--- config.mk ---
export PLATFORM = sky130hd
export DESIGN_NAME = minitb_ahb_slave_flat
export DESIGN_NICKNAME = d
export VERILOG_FILES = /design/src/rtl/minitb_ahb_slave_if.sv /design/src/rtl/minitb_ahb_slave.sv /design/src/flat_wrapper.sv
export SDC_FILE = /design/constraint.sdc
export NUM_CORES = 1
export LEC_CHECK = 0
export BUFFER_PORTS_ARGS = -buffer_cell sky130_fd_sc_hd__buf_2
export CAP_MARGIN = 0
export CORE_UTILIZATION = 45
export CTS_CLUSTER_DIAMETER = 200
export DETAILED_ROUTE_END_ITERATION = 6
export SETUP_SLACK_MARGIN = 0.02
export SYNTH_ARGS = -nofsm -noshare
export SYNTH_HDL_FRONTEND = slang
export SYNTH_SLANG_ARGS = --single-unit
--- constraint.sdc ---
create_clock -name hclk -period 5.29 [get_ports hclk]
set_clock_uncertainty 0.2 [all_clocks]
set_input_delay 1.058 -clock hclk [delete_from_list [all_inputs] [get_ports hclk]]
set_output_delay 1.058 -clock hclk [all_outputs]
set_load 0.02 [all_outputs]
--- src/rtl/minitb_ahb_slave_if.sv ---
// AHB-lite bus bundle between the miniTB master and minitb_ahb_slave.
// The hresp wires exist only when MINITB_AHB_SLAVE_HRESP_EN is defined.
interface minitb_ahb_slave_if #(
    parameter int addrWidth = 8,
    parameter int dataWidth = 32
);
    logic                 hsel;
    logic [1:0]           htrans;
    logic [addrWidth-1:0] haddr;
    logic                 hwrite;
    logic [dataWidth-1:0] hwdata;
    logic [dataWidth-1:0] hrdata;
    logic                 hready;
`ifdef MINITB_AHB_SLAVE_HRESP_EN
    logic [1:0]           hresp;

    modport master (output hsel, htrans, haddr, hwrite, hwdata,
                    input  hrdata, hready, hresp);
    modport slave  (input  hsel, htrans, haddr, hwrite, hwdata,
                    output hrdata, hready, hresp);
`else
    modport master (output hsel, htrans, haddr, hwrite, hwdata,
                    input  hrdata, hready);
    modport slave  (input  hsel, htrans, haddr, hwrite, hwdata,
                    output hrdata, hready);
`endif
endinterface

--- src/rtl/minitb_ahb_slave.sv ---
// AHB-lite responder backed by a small register file, with WAIT_STATES wait cycles per data phase.
// Define MINITB_AHB_SLAVE_HRESP_EN to get hresp and a two-cycle ERROR response for out-of-range indices.
module minitb_ahb_slave #(
    parameter int addrWidth   = 8,
    parameter int dataWidth   = 32,
    parameter int DEPTH       = 16,
    parameter int WAIT_STATES = 0
) (
    input  logic              hclk,
    input  logic              hresetn,
    minitb_ahb_slave_if.slave bus
);
    localparam int                 IDX_W         = (DEPTH > 1) ? $clog2(DEPTH) : 1;
    localparam logic [addrWidth:0] DEPTH_W       = (addrWidth + 1)'(DEPTH);
    localparam logic [3:0]         CNT_LOAD      = (WAIT_STATES > 0) ? 4'(WAIT_STATES - 1) : 4'd0;
    localparam logic [1:0]         HTRANS_NONSEQ = 2'b10;

`ifdef MINITB_AHB_SLAVE_HRESP_EN
    localparam logic [1:0] RESP_OKAY  = 2'b00;
    localparam logic [1:0] RESP_ERROR = 2'b01;

    typedef enum logic [2:0] {ST_IDLE, ST_WAIT, ST_DONE, ST_ERR1, ST_ERR2} state_t;
`else
    typedef enum logic [1:0] {ST_IDLE, ST_WAIT, ST_DONE} state_t;
`endif

    state_t               state_q;
    state_t               state_d;
    logic [dataWidth-1:0] mem [DEPTH];
    logic [addrWidth-1:0] addr_q;
    logic                 write_q;
    logic                 pend_q;
    logic [3:0]           cnt_q;
    logic [dataWidth-1:0] hrdata_q;
    logic                 hready_int;
`ifdef MINITB_AHB_SLAVE_HRESP_EN
    logic [1:0]           hresp_int;
`endif

    logic                 accept;
    logic                 commit;
    logic                 rd_enter;
    logic                 fwd;
    logic                 rd_write;
    logic [addrWidth-1:0] rd_idx;
    logic [dataWidth-1:0] rd_word;

    function automatic logic is_oor(input logic [addrWidth-1:0] idx);
        return {1'b0, idx} >= DEPTH_W;
    endfunction

    assign accept = hready_int && bus.hsel && (bus.htrans == HTRANS_NONSEQ);

    always_ff @(posedge hclk or negedge hresetn) begin
        if (!hresetn) state_q <= ST_IDLE;
        else          state_q <= state_d;
    end

    always_comb begin
        state_t start_st;
        if (WAIT_STATES > 0)
            start_st = ST_WAIT;
`ifdef MINITB_AHB_SLAVE_HRESP_EN
        else if (is_oor(bus.haddr))
            start_st = ST_ERR1;
`endif
        else
            start_st = ST_DONE;

        state_d = state_q;
        case (state_q)
            ST_IDLE: if (accept) state_d = start_st;
`ifdef MINITB_AHB_SLAVE_HRESP_EN
            ST_WAIT: if (cnt_q == 4'd0) state_d = is_oor(addr_q) ? ST_ERR1 : ST_DONE;
`else
            ST_WAIT: if (cnt_q == 4'd0) state_d = ST_DONE;
`endif
            ST_DONE: state_d = accept ? start_st : ST_IDLE;
`ifdef MINITB_AHB_SLAVE_HRESP_EN
            ST_ERR1: state_d = ST_ERR2;
            ST_ERR2: state_d = accept ? start_st : ST_IDLE;
`endif
            default: state_d = ST_IDLE;
        endcase
    end

    always_comb begin
        hready_int = 1'b1;
`ifdef MINITB_AHB_SLAVE_HRESP_EN
        hresp_int  = RESP_OKAY;
`endif
        case (state_q)
            ST_WAIT: hready_int = 1'b0;
`ifdef MINITB_AHB_SLAVE_HRESP_EN
            ST_ERR1: begin
                hready_int = 1'b0;
                hresp_int  = RESP_ERROR;
            end
            ST_ERR2: hresp_int = RESP_ERROR;
`endif
            default: ;
        endcase
    end

    // The counter reloads on every accept and only runs down while waiting.
    always_ff @(posedge hclk or negedge hresetn) begin
        if (!hresetn) begin
            addr_q  <= '0;
            write_q <= 1'b0;
            pend_q  <= 1'b0;
            cnt_q   <= 4'd0;
        end else if (accept) begin
            addr_q  <= bus.haddr;
            write_q <= bus.hwrite;
            pend_q  <= 1'b1;
            cnt_q   <= CNT_LOAD;
        end else begin
            if (hready_int)
                pend_q <= 1'b0;
            if ((state_q == ST_WAIT) && (cnt_q != 4'd0))
                cnt_q <= cnt_q - 4'd1;
        end
    end

    assign commit = (state_q == ST_DONE) && pend_q && write_q && !is_oor(addr_q);

    // With zero wait states a read can be accepted on the very edge that
    // commits the previous write, so it must see the incoming hwdata.
    assign rd_idx   = accept ? bus.haddr  : addr_q;
    assign rd_write = accept ? bus.hwrite : write_q;
    assign rd_enter = (state_d == ST_DONE) && !rd_write;
    assign fwd      = commit && (addr_q == rd_idx);

    always_comb begin
        rd_word = '0;
        if (fwd)
            rd_word = bus.hwdata;
        else if (!is_oor(rd_idx))
            rd_word = mem[rd_idx[IDX_W-1:0]];
    end

    always_ff @(posedge hclk or negedge hresetn) begin
        if (!hresetn) begin
            for (int i = 0; i < DEPTH; i++)
                mem[i] <= '0;
        end else if (commit) begin
            mem[addr_q[IDX_W-1:0]] <= bus.hwdata;
        end
    end

    always_ff @(posedge hclk or negedge hresetn) begin
        if (!hresetn)      hrdata_q <= '0;
        else if (rd_enter) hrdata_q <= rd_word;
    end

    assign bus.hready = hready_int;
    assign bus.hrdata = hrdata_q;
`ifdef MINITB_AHB_SLAVE_HRESP_EN
    assign bus.hresp  = hresp_int;
`endif

endmodule

--- src/flat_wrapper.sv ---
// flat-port wrapper written by rule: the top's interface ports become plain ports
module minitb_ahb_slave_flat 
#(
    parameter int addrWidth   = 8,
    parameter int dataWidth   = 32,
    parameter int DEPTH       = 16,
    parameter int WAIT_STATES = 0
)
  (hclk, hresetn, bus_hsel, bus_htrans, bus_haddr, bus_hwrite, bus_hwdata, bus_hrdata, bus_hready);
  minitb_ahb_slave_if #(.addrWidth(addrWidth), .dataWidth(dataWidth)) bus_i ();
  input  logic hclk;
  input  logic hresetn;
  input wire logic [$bits(bus_i.hsel)-1:0] bus_hsel;
  input wire logic [$bits(bus_i.htrans)-1:0] bus_htrans;
  input wire logic [$bits(bus_i.haddr)-1:0] bus_haddr;
  input wire logic [$bits(bus_i.hwrite)-1:0] bus_hwrite;
  input wire logic [$bits(bus_i.hwdata)-1:0] bus_hwdata;
  output wire logic [$bits(bus_i.hrdata)-1:0] bus_hrdata;
  output wire logic [$bits(bus_i.hready)-1:0] bus_hready;
  assign bus_i.hsel = bus_hsel;
  assign bus_i.htrans = bus_htrans;
  assign bus_i.haddr = bus_haddr;
  assign bus_i.hwrite = bus_hwrite;
  assign bus_i.hwdata = bus_hwdata;
  assign bus_hrdata = bus_i.hrdata;
  assign bus_hready = bus_i.hready;
  minitb_ahb_slave #(.addrWidth(addrWidth), .dataWidth(dataWidth), .DEPTH(DEPTH), .WAIT_STATES(WAIT_STATES)) u_core (.hclk(hclk), .hresetn(hresetn), .bus(bus_i));
endmodule
Word level (Yosys, flattened, before mapping)
Index checks and enable logic that the tools add are counted.
{ "op_classes": {"addsub": 1, "magnitude_cmp": 5, "eq_ne": 6, "n_mux": 19, "bitwise": 2, "reduce_logical": 15} }
{ "ops": {"columns": ["cell", "count"], "rows": [
  ["$bwmux 512", 1],
  ["$mux 32", 5],
  ["$bmux 32 s4", 1],
  ["$demux 32 s4", 1],
  ["$ge 8x5->1 const B", 2],
  ["$ge 5x5->1 const B", 2],
  ["$not 4->5", 2],
  ["$logic_and 1x1->1", 9],
  ["$eq 8x8->1", 1],
  ["$mux 4", 2],
  ["$mux 8", 1],
  ["$eq 2x2->1 const B", 3],
  ["$mux 2", 3],
  ["$pmux 2 s3", 1],
  ["$lt 5x1->1 const B", 1],
  ["$logic_not 4->1", 1],
  ["$mux 1", 4],
  ["$reduce_bool 4->1", 1],
  ["$sub 4x1->4 const B", 1],
  ["$eq 2x1->1 const B", 1],
  ["$logic_not 1->1", 2],
  ["$logic_not 2->1", 1],
  ["$ne 2x1->1 const B", 1],
  ["$reduce_bool 2->1", 1]
]} }
{ "totals": {"ff_bits": 560, "output_inout_bits": 33, "wordCells": 70} }

Logic depth before layout (Yosys ltp)
{ "depth": {"depth_word": 11, "mapped_depth": 13, "ltp_nobuf": 9} }

Worst setup path before layout
Ideal clock, no wire load.
{ "synth_path": {"kind": "input to register", "from": "input port bus_htrans[0]", "to": "register u_core.hrdata_q[0] (netlist: u_core.bus.hrdata[0])", "setup_time_ns": 0.135, "t_arrival_ns": 2.805, "setup_slack_ns": 2.150, "stages": 9, "n_path_buf": 1, "path_cell_list": "nand3b_1 > nor2_4 > mux2i_4 > inv_4 > nand2_2 > clkbuf_1 > o22ai_1 > nor4_1 > o31ai_1"} }
{ "synth_between": {"elab_chain_cells": 9, "word_cells_on_any_way": 19, "cone_classes": "order compare (1); eq/ne (3); mux (10); bitwise (1); reduce/logical (4)"} }
{ "synth_rtl": {"columns": ["element", "line", "text"], "rows": [
  ["from (decl)", "flat_wrapper.sv:14", "input wire logic [$bits(bus_i.htrans)-1:0] bus_htrans;"],
  ["$eq 2x2->1 *", "minitb_ahb_slave.sv:52", "assign accept = hready_int && bus.hsel && (bus.htrans == HTRANS_NONSEQ);"],
  ["$logic_and 1x1->1 *", "minitb_ahb_slave.sv:52", null],
  ["$mux 8", "minitb_ahb_slave.sv:129", "assign rd_idx = accept ? bus.haddr : addr_q;"],
  ["$not 4->5 (not written as such)", "minitb_ahb_slave.sv:139", "rd_word = mem[rd_idx[IDX_W-1:0]];"],
  ["$bmux 32 s4", "minitb_ahb_slave.sv:139", null],
  ["$mux 32 (not written as such) (2 in a row)", "minitb_ahb_slave.sv:139", null],
  ["$mux 32", "minitb_ahb_slave.sv:138", "else if (!is_oor(rd_idx))"],
  ["$mux 32", "minitb_ahb_slave.sv:136", "if (fwd)"],
  ["to (signal assigned)", "minitb_ahb_slave.sv:153", "else if (rd_enter) hrdata_q <= rd_word;"],
  ["to (decl)", "minitb_ahb_slave.sv:34", "logic [dataWidth-1:0] hrdata_q;"]
]} }
Every way passes the cells marked *; elsewhere a longest branch is shown, timed or not. The select of a mux whose other input is x is not followed.
A chain may end at the register's enable or synchronous reset.

Worst setup path after layout
{ "layout_path": {"from": "register u_core.state_q[0]", "to": "register u_core.hrdata_q[23] (netlist: u_core.bus.hrdata[23])"} }
{ "layout_between": {"elab_chain_cells": 11, "word_cells_on_any_way": 27, "cone_classes": "order compare (1); eq/ne (4); mux (12); bitwise (1); reduce/logical (9)"} }
{ "layout_rtl": {"columns": ["element", "line", "text"], "rows": [
  ["from (decl)", "minitb_ahb_slave.sv:27", "state_t state_q;"],
  ["from (signal assigned)", "minitb_ahb_slave.sv:56", "else state_q <= state_d;"],
  ["$eq 2x1->1", "minitb_ahb_slave.sv:71, minitb_ahb_slave.sv:92", null],
  ["$mux 1", "minitb_ahb_slave.sv:92", "case (state_q)"],
  ["$logic_and 1x1->1 (2 in a row)", "minitb_ahb_slave.sv:52", null],
  ["$mux 8", "minitb_ahb_slave.sv:129", null],
  ["$not 4->5 (not written as such)", "minitb_ahb_slave.sv:139", null],
  ["$bmux 32 s4", "minitb_ahb_slave.sv:139", null],
  ["$mux 32 (not written as such) (2 in a row)", "minitb_ahb_slave.sv:139", null],
  ["$mux 32", "minitb_ahb_slave.sv:138", null],
  ["$mux 32", "minitb_ahb_slave.sv:136", null]
]} }
Several ways; a longest one is shown, not always the timed one. The select of a mux whose other input is x is not followed.

==> flow_summary_export.csv <==
group,metric,value,unit
timing,min_period,3.651,ns
clock_network,clk_pin_slew,0.06,ns
pwr,power_density,347.8,nW/um2
timing,slew_headroom,28.12,%
layout,final_core_util,51.26,%
synth,ys_top_cells_by_area,"dfrtp_1 55%, mux2_2 16%, mux2_1 6.3%, mux2i_1 4.8%, nand2_1 3.8%",
layout,drive_gt1_share,29.86,%
synth,netlist_instances,2032,
critical_path,r2r_end,"u_core.bus.hrdata[23]$_DFFE_PN0P_",
synth,synth_top_area_cell,"dfrtp_1",
critical_path,cp.required,5.56,ns
timing,clock.fmax,0.2739,GHz
min_path,min_path_type,"primary input to async pin",
synth,synthXorXnorAreaFrac,0.2749,%
synth,yosys_warnings,0,
global_route,antenna_found_initial,3,
timing,slew_violations,0,
global_route,grt_first_pass_wirelength,105800,um
synth,syn-mean-instance-area,12.55,um2
placed_design,gp_congestion,0.7725,
global_route,grt_max_degree,122,
critical_path,critPathLaunch,"u_core.state_q[0]$_DFF_PN0_",
critical_path,cp.arrival,3.92,ns
drt,wl,67590,um
clock_network,cts_htree_levels,2,
timing,hold_ws,0.2819,ns
critical_path,critPathLaunchType,"flop",
timing,rsz0062_at_grt,"false",
critical_path,worst_r2r_path_depth,9,
timing,fin_ws,1.639,ns
synth,synth_fa_ha_area_share,0.09816,%
synth,synth-seq-cells,560,
die,fp.coreArea,55520,um2
layout,final_cells,2839,
synth,yosysSeqAreaShare,54.97,%
global_route,overflow,0,
clock_network,numClockSinks,560,
outcome,outcome,"finished, final reports clean",
die,num_rows,86,
critical_path,r2r-start,"u_core.state_q[0]$_DFF_PN0_",
layout,nets,2099,
drt,antenna_left,0,
die,die_h,240.0,um
global_route,grt_pass1_vias,17140,
synth,syn_nets,2080,
clock_network,cts_made_buffers,59,
clock_network,clock_tree.buffer_depth,3,
synth,netlist_area,25490,um2
clock_network,postCtsHoldBufs,0,
timing,setup_viol,0,
critical_path,rrSetupSlack,1.64,ns
critical_path,worst_setup_path_end_kind,"flop",
drt,vias,16668,
placed_design,dp.cells,2738,
drt,viasPerCell,5.871,
layout,area_delta_synth_final,11.66,%
clock_network,clk-insertion-delay-late,0.61,ns
clock_network,ctsResizeCount,0,
synth,synth-simple-area-share,6.759,%
synth,synthMuxAreaShare,28.34,%
pwr,worst_ir_drop_vdd,0.0002619,V
clock_network,post-cts-setup-buffers,0,
placed_design,dp_hpwl,38350,um
drt,drc,0,
timing,fin_crit_sh,69.02,%
clock_network,cts_root_buf,"clkbuf_16",
timing,worst_slew_pin_slew,1.078,ns
global_route,global_route.usage.total,24.26,%
pwr,leakagePower,13.26,nW
placed_design,port_buffers,78,
die,initial_utilization,45.91,%
synth,yosys.area.top_type_share,54.97,%
critical_path,crit_fanout,84,
synth,yosysUniqueCellTypes,50,
die,num_io_pins,79,
die,die_w,240.0,um
drt,drt_iter0_drc,1236,
timing,hold_viol,0,
die,die_area,57600,um2
clock_network,cts_tree,"built",
critical_path,critPathKind,"flop to flop",
synth,synth_compound_area_share,6.238,%
run,drv_cap,0,
drt,wl_per_cell,23.81,um
timing,setup_tns,0,ns
synth,synth_top_family_by_area,"multiplexers",
drt,drt_first_pass_iters,5,
placed_design,preCtsSetupSlack,1.093,ns
==> critical path: stages (launching register included) <==
cell      delay (ns)
dfrtp_1         0.38
nor2b_2         0.47
inv_4           0.09
nand2_4         0.18
mux2i_4         0.38
clkinv_8        0.44
buf_12          0.42
mux4_2          0.47
a211oi_1        0.26
o31ai_1         0.10
==> per-stage QoR <==
| stage | instance area [um2] | power (W) |
|---|---|---|
| 2_1_floorplan | 25490 | 0.005539 |
| 3_3_place_gp | 26670 | 0.006085 |
| 3_5_place_dp | 26670 | 0.006109 |
| 4_1_cts | 28460 | 0.009999 |
| 5_1_grt | 28460 | 0.01030 |
| 6_report | 28460 | 0.009899 |
==> cell usage after synthesis, drive strengths merged <==
master and count:
dfrtp 560, mux2 512, nand2 260, mux2i 123, clkbuf 92, buf 78
nand3 69, a21oi 55, o221ai 33, a22oi 32, a31oi 32, o31ai 31
nor4 26, o22ai 23, nor2 22, o21ai 16, inv 12, a211oi 9
mux4 9, xor2 6, nand2b 5, nor3 4, a311oi 2, and2 2
ha 2, nand3b 2, nor3b 2, or3 2, xnor2 2, a211o 1
a31o 1, a32oi 1, and3b 1, nand4 1, nand4b 1, nor2b 1
o2111ai 1, o22a 1
==> report_power, final <==
group | switching [W] | total [W] | internal (W)
clock network | 0.00164 | 0.00387 | 0.00223
logic | 0.000964 | 0.00145 | 0.000491
registers | 0.000120 | 0.00457 | 0.00445
total | 0.00273 | 0.00990 | 0.00717
==> metal layers <==
| metal | up-vias | wire, um | global-route usage (%) |
|---|---|---|---|
| li1 | 7340 | - | - |
| met5 | - | 12 | 0 |
| met3 | 104 | 3241 | 3.249 |
| met1 | 8833 | 31320 | 34.79 |
| met4 | 2 | 1515 | 6.562 |
| met2 | 389 | 31510 | 38.67 |
==> cells by family (layout without fill, tap and decap cells) <==
family / Yosys count / after routing
buf+inv: 182 / 240
flops: 560 / 560
mux: 644 / 644
other cells: 0 / 1
xor+xnor: 8 / 8
fa+ha+maj: 2 / 2
compound gates: 238 / 238
simple gates: 398 / 398
==> registers in the layout (all words and copies together) (netlist names) <==
name,count
u_core.cnt_q,4
u_core.bus.hrdata,32
u_core.state_q,2
u_core.addr_q,8
u_core.pend_q,1
u_core.mem,512
u_core.write_q,1
==> how the worst max path moves through the flow <==
stage                                                    to  depth (start not counted)  slack [ns]
after floorplan            u_core.bus.hrdata[0]$_DFFE_PN0P_                          9        2.15
after global placement    u_core.bus.hrdata[26]$_DFFE_PN0P_                          9        1.14
after global routing      u_core.bus.hrdata[23]$_DFFE_PN0P_                          9        1.49
final                     u_core.bus.hrdata[23]$_DFFE_PN0P_                          9        1.64
after CTS                 u_core.bus.hrdata[23]$_DFFE_PN0P_                          9        1.67
after detailed placement  u_core.bus.hrdata[20]$_DFFE_PN0P_                         10        1.09
==> layout make-up <==
class,instances,area (um2)
Clock buffer,90,1733
Tap cell,748,935.9
Timing Repair Buffer,128,900.9
Antenna cell,1,2.502
Clock inverter,10,56.30
Multi-Input combinational cell,1290,10760
Sequential cell,560,14010
Inverter,12,62.56
Fill cell,4924,27060
==> cell usage in the layout (no fill, tap or decap), types with 26 or more instances in the layout <==
cell / instances
buf_2: 77
mux2_2: 370
nand3_1: 67
o221ai_1: 33
clkbuf_16: 59
a22oi_1: 32
nor4_1: 26
a21oi_1: 55
nand2_1: 257
a31oi_1: 32
dfrtp_1: 560
o31ai_1: 31
mux2i_1: 120
mux2_1: 142
buf_4: 40
Note: power is estimated with default switching activity, not from simulation.
